**config.mk**
```make
export PLATFORM = sky130hd
export DESIGN_NAME = psum_accumulator
export DESIGN_NICKNAME = d
export VERILOG_FILES = /design/src/rtl/psum_accumulator.sv
export SDC_FILE = /design/constraint.sdc
export NUM_CORES = 1
export LEC_CHECK = 0
export CAP_MARGIN = 20
export CELL_PAD_IN_SITES_DETAIL_PLACEMENT = 0
export CELL_PAD_IN_SITES_GLOBAL_PLACEMENT = 1
export CORE_AREA = 2 2 125 115
export DETAILED_ROUTE_END_ITERATION = 10
export DIE_AREA = 0 0 127 117
export PLACE_DENSITY = 0.83
export SYNTH_ARGS = -nofsm -noshare
export SYNTH_HDL_FRONTEND = slang
export SYNTH_SLANG_ARGS = --single-unit
```
**constraint.sdc**
```tcl
create_clock -name clk -period 3.55 [get_ports clk]
set_input_delay 0.8875 -clock clk [delete_from_list [all_inputs] [get_ports clk]]
set_output_delay 0.8875 -clock clk [all_outputs]
set_load 0.01 [all_outputs]
```
**src/rtl/psum_accumulator.sv**
```systemverilog
// Partial-sum accumulator for the systolic-array product path.
// Sums cfg_len terms through a selectable exact/approximate adder.

module Adder_generic #(
    parameter int WIDTH_A   = 32,
    parameter int WIDTH_B   = 16,
    parameter int WIDTH_OUT = 32,
    parameter int ADD_TYPE  = 0,
    parameter int A_APPROX  = 1,
    parameter int AA_APPROX = 1,
    parameter int B_SIGNED  = 0
) (
    input  logic [WIDTH_A-1:0]   A,
    input  logic [WIDTH_B-1:0]   B,
    input  logic                 Carry,
    output logic [WIDTH_OUT-1:0] OUT
);
    localparam int W  = WIDTH_OUT;
    localparam int K  = (A_APPROX < 0) ? 0 :
                        ((A_APPROX > W) ? W : A_APPROX);
    localparam int KI = (K > 0) ? K - 1 : 0;
    localparam int R  = (A_APPROX < 1) ? 1 : A_APPROX;
    localparam int P  = (AA_APPROX < 0) ? 0 : AA_APPROX;
    localparam logic [W-1:0] LMASK = (W'(1) << K) - W'(1);
    localparam logic [W-1:0] HALF  = (K > 0) ? (W'(1) << KI) : '0;

    logic [W-1:0] a;
    logic [W-1:0] b;
    logic [W-1:0] ideal;
    logic [W-1:0] gear_s;
    logic [W-1:0] gear2_s;
    logic [W-1:0] loa_s;
    logic [W-1:0] trua_s;
    logic [W-1:0] truah_s;
    logic         loa_c;

    assign a = W'(A);

    if (W > WIDTH_B) begin : g_ext
        assign b = {{(W-WIDTH_B){(B_SIGNED != 0) ? B[WIDTH_B-1] : 1'b0}}, B};
    end else begin : g_eq
        assign b = B[W-1:0];
    end

    assign ideal = a + b + W'(Carry);

    // Each GeAr block sees P extra low bits for carry prediction;
    // the 2c variant keeps the top block exact so the sign is right.
    always_comb begin
        int lo;
        int lo2;
        logic [W-1:0] m;
        logic [W-1:0] m2;
        logic [W-1:0] s;
        logic [W-1:0] s2;
        logic [W-1:0] bm;
        lo = 0;
        lo2 = 0;
        m = '0;
        m2 = '0;
        s = '0;
        s2 = '0;
        bm = '0;
        gear_s = '0;
        gear2_s = '0;
        for (int blk = 0; blk < W; blk++) begin
            if (blk * R < W) begin
                lo = blk * R - P;
                if (lo < 0) lo = 0;
                lo2 = ((blk + 1) * R >= W) ? 0 : lo;
                m  = ~((W'(1) << lo) - W'(1));
                m2 = ~((W'(1) << lo2) - W'(1));
                s  = (a & m) + (b & m) + ((lo == 0) ? W'(Carry) : '0);
                s2 = (a & m2) + (b & m2) + ((lo2 == 0) ? W'(Carry) : '0);
                bm = ((W'(1) << R) - W'(1)) << (blk * R);
                gear_s  = gear_s | (s & bm);
                gear2_s = gear2_s | (s2 & bm);
            end
        end
    end

    assign loa_c = (K > 0) ? (a[KI] & b[KI]) : Carry;
    assign loa_s = (((a & ~LMASK) + (b & ~LMASK) + (W'(loa_c) << K)) & ~LMASK)
                 | ((a | b) & LMASK);

    assign trua_s  = (a & ~LMASK) + (b & ~LMASK)
                   + ((K == 0) ? W'(Carry) : '0);
    assign truah_s = trua_s | HALF;

    always_comb begin
        case (ADD_TYPE)
            1:       OUT = gear_s;
            2:       OUT = gear2_s;
            3:       OUT = loa_s;
            4:       OUT = trua_s;
            5:       OUT = truah_s;
            default: OUT = ideal;
        endcase
    end
endmodule

module psum_accumulator #(
    parameter int WIDTH_IN  = 16,
    parameter int WIDTH_ACC = 32,
    parameter int LEN_WIDTH = 8,
    parameter int ADD_TYPE  = 0,
    parameter int A_APPROX  = 1,
    parameter int AA_APPROX = 1,
    parameter int SIGNED    = 0
) (
    input  logic                 clk,
    input  logic                 rst_n,
    input  logic [LEN_WIDTH-1:0] cfg_len,
    input  logic                 in_valid,
    output logic                 in_ready,
    input  logic [WIDTH_IN-1:0]  in_data,
    output logic                 out_valid,
    input  logic                 out_ready,
    output logic [WIDTH_ACC-1:0] out_data,
    output logic                 out_ovf,
    output logic                 busy
);
    localparam int W = WIDTH_ACC;

    typedef enum logic [1:0] {IDLE, ACC, HOLD} state_t;

    state_t               state;
    logic [W-1:0]         acc;
    logic [W-1:0]         res;
    logic [W-1:0]         op_a;
    logic [W-1:0]         b_ext;
    logic [W-1:0]         sum;
    logic [W:0]           exact;
    logic [LEN_WIDTH-1:0] cnt;
    logic [LEN_WIDTH-1:0] len_q;
    logic [LEN_WIDTH-1:0] len_eff;
    logic [LEN_WIDTH-1:0] cur_len;
    logic [LEN_WIDTH-1:0] cur_cnt;
    logic [LEN_WIDTH-1:0] nxt_cnt;
    logic                 acc_ovf;
    logic                 res_ovf;
    logic                 valid_q;
    logic                 first;
    logic                 take;
    logic                 give;
    logic                 last;
    logic                 sovf;
    logic                 uovf;
    logic                 step_ovf;
    logic                 ovf_run;

    assign in_ready = rst_n && ((state != HOLD) || out_ready);
    assign take     = in_valid && in_ready;
    assign give     = valid_q && out_ready;

    // Any accept outside ACC opens a new result (IDLE, or HOLD on deliver).
    assign first   = (state != ACC);
    assign op_a    = first ? '0 : acc;
    assign len_eff = (cfg_len == '0) ? LEN_WIDTH'(1) : cfg_len;
    assign cur_len = first ? len_eff : len_q;
    assign cur_cnt = first ? '0 : cnt;
    assign nxt_cnt = cur_cnt + LEN_WIDTH'(1);
    assign last    = (nxt_cnt == cur_len);

    if (W > WIDTH_IN) begin : g_ext
        assign b_ext = {{(W-WIDTH_IN){(SIGNED != 0) ? in_data[WIDTH_IN-1] : 1'b0}},
                        in_data};
    end else begin : g_eq
        assign b_ext = in_data[W-1:0];
    end

    assign exact    = {1'b0, op_a} + {1'b0, b_ext};
    assign uovf     = exact[W];
    assign sovf     = (op_a[W-1] == b_ext[W-1]) && (exact[W-1] != op_a[W-1]);
    assign step_ovf = (SIGNED != 0) ? sovf : uovf;
    assign ovf_run  = (first ? 1'b0 : acc_ovf) | step_ovf;

    Adder_generic #(
        .WIDTH_A   (W),
        .WIDTH_B   (WIDTH_IN),
        .WIDTH_OUT (W),
        .ADD_TYPE  (ADD_TYPE),
        .A_APPROX  (A_APPROX),
        .AA_APPROX (AA_APPROX),
        .B_SIGNED  (SIGNED)
    ) u_add (
        .A     (op_a),
        .B     (in_data),
        .Carry (1'b0),
        .OUT   (sum)
    );

    always_ff @(posedge clk or negedge rst_n) begin
        if (!rst_n) begin
            state   <= IDLE;
            acc     <= '0;
            cnt     <= '0;
            len_q   <= '0;
            acc_ovf <= 1'b0;
            res     <= '0;
            res_ovf <= 1'b0;
            valid_q <= 1'b0;
        end else begin
            if (give) begin
                valid_q <= 1'b0;
                state   <= IDLE;
            end
            if (take) begin
                acc     <= sum;
                cnt     <= nxt_cnt;
                acc_ovf <= ovf_run;
                if (first) len_q <= len_eff;
                if (last) begin
                    state   <= HOLD;
                    valid_q <= 1'b1;
                    res     <= sum;
                    res_ovf <= ovf_run;
                end else begin
                    state <= ACC;
                end
            end
        end
    end

    assign out_valid = valid_q;
    assign out_data  = res;
    assign out_ovf   = res_ovf;
    assign busy      = (state != IDLE);
endmodule

```
Yosys cells after proc, flatten, opt, wreduce, memory -nomap -nowiden --
Index checks and enable logic that the tools add are counted.
Word-level totals: bits in registers 85, input bits 28, output and inout port bits 36, word-level logic and storage cells 34
Operators by class: add/subtract/negate cells 3, equal/unequal tests 3, multiplexer cells 11, bitwise logic cells 1, reduce and logical (&&, ||, !) cells 8
Operators with widths (count):
- 32-bit by 16-bit adder with 33-bit output | 1
- 32-bit by 16-bit adder with 32-bit output | 1
- 32-bit two-way mux | 1
- 8-bit two-way mux | 3
- 8-bit by 1-bit adder with 8-bit output (second input constant) | 1
- 8-bit equality test | 1
- 8-bit zero test | 1
- 2-bit two-way mux | 3
- 1-bit two-way mux | 4
- 2-bit nonzero test | 2
- 1-bit logical AND | 3
- 2-bit by 1-bit != test with 1-bit output (second input constant) | 1
- 2-bit != test (second input constant) | 1
- 2-bit AND reduction | 1
- 1-bit logical OR | 1
- 1-bit bitwise OR | 1

Logic depth before layout (Yosys ltp) --
word-level depth 6, mapped depth 16, mapped depth without buffers 11

Modules after synthesis --
A second synthesis with hierarchy kept.
Second synthesis, totals: cell total of the unflattened synthesis 585, area, all modules 5522.8 um2
By module, submodules not included:
- psum_accumulator | times used 1, cells an instance 414, area an instance 4305.4 um2, sequential area each 2127.0 um2
- Adder_generic | times used 1, cells an instance 171, area an instance 1217.4 um2, sequential area each 0.0 um2

Worst setup path before layout --
Ideal clock, no wire load.
path kind register -> register, from reg state[0], to reg res[0], in the netlist out_data[0], setup time 0.125 ns, arrival time 3.292 ns, path slack 0.132 ns, cell stages (with the launch flop) 17, path through dfrtp_1 > nor2b_1 > buf_2 > buf_2 > buf_1 > clkbuf_1 > and2_1 > ha_1 > buf_2 > and4_1 > nand2_1 > mux2_2 > o22ai_1 > a221o_2 > nand3_4 > buf_6 > mux2_4
Between the ends: word-level cells in the longest chain between the ends 5, elaborated cells on any way between the ends 12, classes of those cells add/sub: 2; eq/ne: 3; mux: 3; reduce/logical: 4
Ends and longest elaborated chain:
- start: declaration | RTL line 127 | state_t state;
- start signal: assignment | RTL line 195 | state <= IDLE;
- start signal: assignment | RTL line 206 | state <= IDLE;
- start signal: assignment | RTL line 214 | state <= HOLD;
- 2-bit by 1-bit != test with 1-bit output / 2-bit != test (equally long branches) | RTL line 157, 152
- 8-bit two-way mux / 1-bit logical OR (equally long branches) | RTL line 161, 152
- 8-bit by 1-bit adder with 8-bit output / 1-bit logical AND (equally long branches) | RTL line 162, 152
- 8-bit equality test / 1-bit logical AND (equally long branches) | RTL line 163, 153
- 2-bit AND reduction (no source line)
- end signal: assignment | RTL line 216 | res <= sum;
- end: declaration | RTL line 129 | logic [W-1:0] res;
Several ways; a longest one is shown, not always the timed one. A chain may end at the register's enable or synchronous reset.

Worst setup path after layout --
from in in_data[4], to reg res[31], in the netlist out_data[31]
Between the ends: word-level cells in the longest chain between the ends 1
Ends and longest elaborated chain:
- start: declaration | RTL line 116 | input logic [WIDTH_IN-1:0] in_data,
- 32-bit by 16-bit adder with 32-bit output
Every way passes these cells.

==> run_results.csv <==
group,metric,value,unit
critical_path,slowest_delay,0.44,ns
placed_design,dp_cells,754,
placed_design,port-buffer-count,63,
synth,ys_warn_count,0,
layout,syn2layout_area_growth,23.16,%
synth,ys_seq_elements,85,
routing,wl_met2,5806,microns
critical_path,start_kind,"primary input",
layout,instances_no_fill,769,
clock_tree,cts_inserted_buffers,9,
sta,tightest_slew,0.6422,ns
power,p_leak,2.861,nW
layout,final_area,6374,sq um
critical_path,critical_path.endpoint_type,"flop",
critical_path,crit_cells,9,
critical_path,cp.arrival,3.43,ns
routing,vias,4150,
clock_tree,htree_levels,3,
routing,dr.max_layer_used,"met4",
critical_path,critical_path_buf_inv_count,1,
layout,layout_commonest_cell,"dfrtp_1",
grt,track_usage,0.1757,
clock_tree,post-cts-setup-buffer-count,0,
die,die_w,127,microns
placed_design,dpl_cell_area,6058,sq um
critical_path,required,3.78,ns
clock_tree,clockBufferDepth,2,
die,coreArea,13650,sq um
layout,drive_gt1_frac,0.1457,
grt,grt_pass1_wl,20830,microns
critical_path,worstPathCellList,"clkdlybuf4s50_1, ha_1, nand3_1, o211ai_2, a32oi_2, o21ai_1, nand4_1, xor2_1, mux2_4",
synth,netlist_instances,526,
die,num_rows,41,
run_status,status,"completed",
sta,post-route-min-period,3.197,ns
grt,grt_max_degree,48,
synth,synth_flop_cell,"dfrtp_1",
sta,slew_headroom,0.5719,
synth,avgSynthCellArea,9.838,sq um
synth,yosys-top-cells-area,"dfrtp_1 (41%), mux2_4 (7.8%), nand2_1 (4.6%), ha_1 (4.1%), xnor2_1 (3.6%)",
synth,synth-edff-count,0,
power,pwr_density_cell,840.4,nW/um^2
clock_tree,root_buffer,"clkbuf_16",
synth,synth_top_area_frac,0.4110,
layout,fillers,1306,
power,irDropWorstVdd,0.4144,mV
clock_tree,postCtsHoldBufs,0,
synth,ys_types,59,
die,die-area,14860,sq um
routing,avgViaCountPerCell,5.397,
sta,clock.fmax,312.8,MHz
sta,fin_crit_sh,0.9005,
synth,synth_area,5175,sq um
min_path,whs_path_depth,2,
grt,antenna_found_initial,0,
critical_path,r2r_cells,11,
die,die_h,117,microns
routing,wl,12460,microns
critical_path,crit_path_top_delay_cell,"o21ai_1",
sta,hold_violations,0,
synth,yosys.area.top_type,"dfrtp_1",
min_path,min_path_type,"flop to flop",
sta,hold_ws,0.4635,ns
layout,final_cell_mix,"dfrtp_1 (85), nand2_1 (63), clkdlybuf4s50_1 (62), a21oi_1 (33), nor2_1 (31)",
clock_tree,postCtsResizedCells,0,
synth,synth_nets,572,
die,io_pins,64,
placed_design,dpl.hpwl,8682,microns
run,max_cap_viol_count,0,
routing,dr.pass1.iters,4,
routing,route.detailed.drc,0,
power,p_total,5.356,mW
clock_tree,clk_pin_slew,0.06,ns
sta,setup_violations,0,
routing,wire_per_inst,16.21,microns
sta,rsz0062_at_grt,"no",
sta,setup_tns,0,ns
sta,skew,0.007332,ns
clock_tree,tritoncts,"yes",
sta,maxSlewViolCount,0,
grt,grt_pass1_vias,4247,
die,initial_core_util,0.3792,
clock_tree,insertion_delay,0.34,ns
grt,grt.overflow.total,0,
placed_design,gp_congestion,0.8350,
critical_path,crit_type,"primary input to flop",
routing,ant_nets,0,
synth,ys_seq_area_frac,0.4110,
synth,synthArstFlopShare,1.000,
routing,met3WireLength,555,microns
routing,initialDrtViolationCount,262,
layout,diodes,0,
routing,wl_met1,5945,microns
critical_path,crit_family,"compound AO/OA/AOI/OAI gates",
clock_tree,clock-sinks,85,
layout,nNetsFinal,639,
critical_path,worst-path-max-fanout,8,
-- per-layer routing --
metal | global-route usage | up-vias
met2 | 0.2950 | 93
met4 | 0.05128 | 0
met5 | 0 | -
met1 | 0.2281 | 2033
met3 | 0.04318 | 15
li1 | - | 2009
-- registers in the layout, summed over array words and instances, names as in the netlist --
name	cells
acc	32
out_data	32
cnt	8
len_q	8
state	2
acc_ovf	1
out_ovf	1
out_valid	1
-- area by class of cell --
class,count,area (sq um),area share
well taps,172,215.2,0.03377
flip-flops and latches,85,2127,0.3337
clock inverters,4,72.57,0.01139
multi-input cells,409,2898,0.4547
inverters,6,22.52,0.003534
repair buffers,82,795.8,0.1249
clock buffers,11,242.7,0.03808
-- logic make-up (layout without fill, tap and decap cells) --
group,count (synthesis),after routing,synth area share
compound gates,117,117,0.1441
buf+inv,32,103,0.02950
xor+xnor,35,35,0.05924
simple gates,188,188,0.1813
mux,51,51,0.1298
flops,85,85,0.4110
fa+ha+maj,18,18,0.04497
-- stage by stage --
stage	utilization	setup slack, ns
floorplan	-	0.1325
global placement	0.4440	0.07858
detailed placement	0.4440	-0.03077
CTS	0.4671	0.3393
global route	0.4671	0.1003
finish	0.4671	0.3533
-- worst reg2reg max path: cells and delay by family (launching register included) --
family,cells,cell delay [ns]
muxes,2,0.54
AOI/OAI and AO/OA,2,0.52
and+or+nand+nor,4,0.84
adders and majority gates,1,0.31
DFF,1,0.40
buffers and inverters,2,0.47
-- cell usage after synthesis, types with 2 or more instances --
cell type / n
nand2_1: 63
o21a_1: 2
buf_6: 3
mux2_2: 16
a21oi_1: 33
o21ai_1: 5
buf_1: 3
a31o_2: 2
a22o_1: 4
a31oi_1: 5
and3_1: 8
buf_2: 5
clkbuf_1: 14
or3_1: 5
nor3_1: 9
inv_1: 6
ha_1: 17
xnor2_1: 21
dfrtp_1: 85
xor2_1: 14
nand2b_1: 4
o31ai_1: 9
a21o_1: 5
o21ai_0: 29
a41oi_1: 2
nand3_1: 22
nor4_1: 3
nand4_1: 5
and2_1: 25
mux2_1: 5
mux2i_1: 3
o21bai_1: 3
mux2_4: 27
and4_1: 5
nor2_1: 31
o41ai_1: 3
a211o_1: 2
nand3b_1: 2
-- path summary, 6_finish.rpt --
path	slack, ns	start	to
worst max-delay path	0.35	in_data[4]	out_data[31]$_DFFE_PN0P_
worst min-delay path	0.46	acc[4]$_DFFE_PN0P_	acc[4]$_DFFE_PN0P_
worst max register to register	0.36	state[0]$_DFFE_PN0P_	out_data[22]$_DFFE_PN0P_
worst min register to register	0.46	acc[4]$_DFFE_PN0P_	acc[4]$_DFFE_PN0P_
max in group asynchronous	1.92	rst_n	acc[6]$_DFFE_PN0P_
min in group asynchronous	0.60	rst_n	cnt[6]$_DFFE_PN0P_
-- where the power goes --
| group | total (mW) | internal (mW) | switching [mW] |
|---|---|---|---|
| Sequential | 1.48 | 1.25 | 0.227 |
| Clock | 1.01 | 0.631 | 0.384 |
| Combinational | 2.87 | 1.35 | 1.51 |
Power figures use the tool's default switching activity.
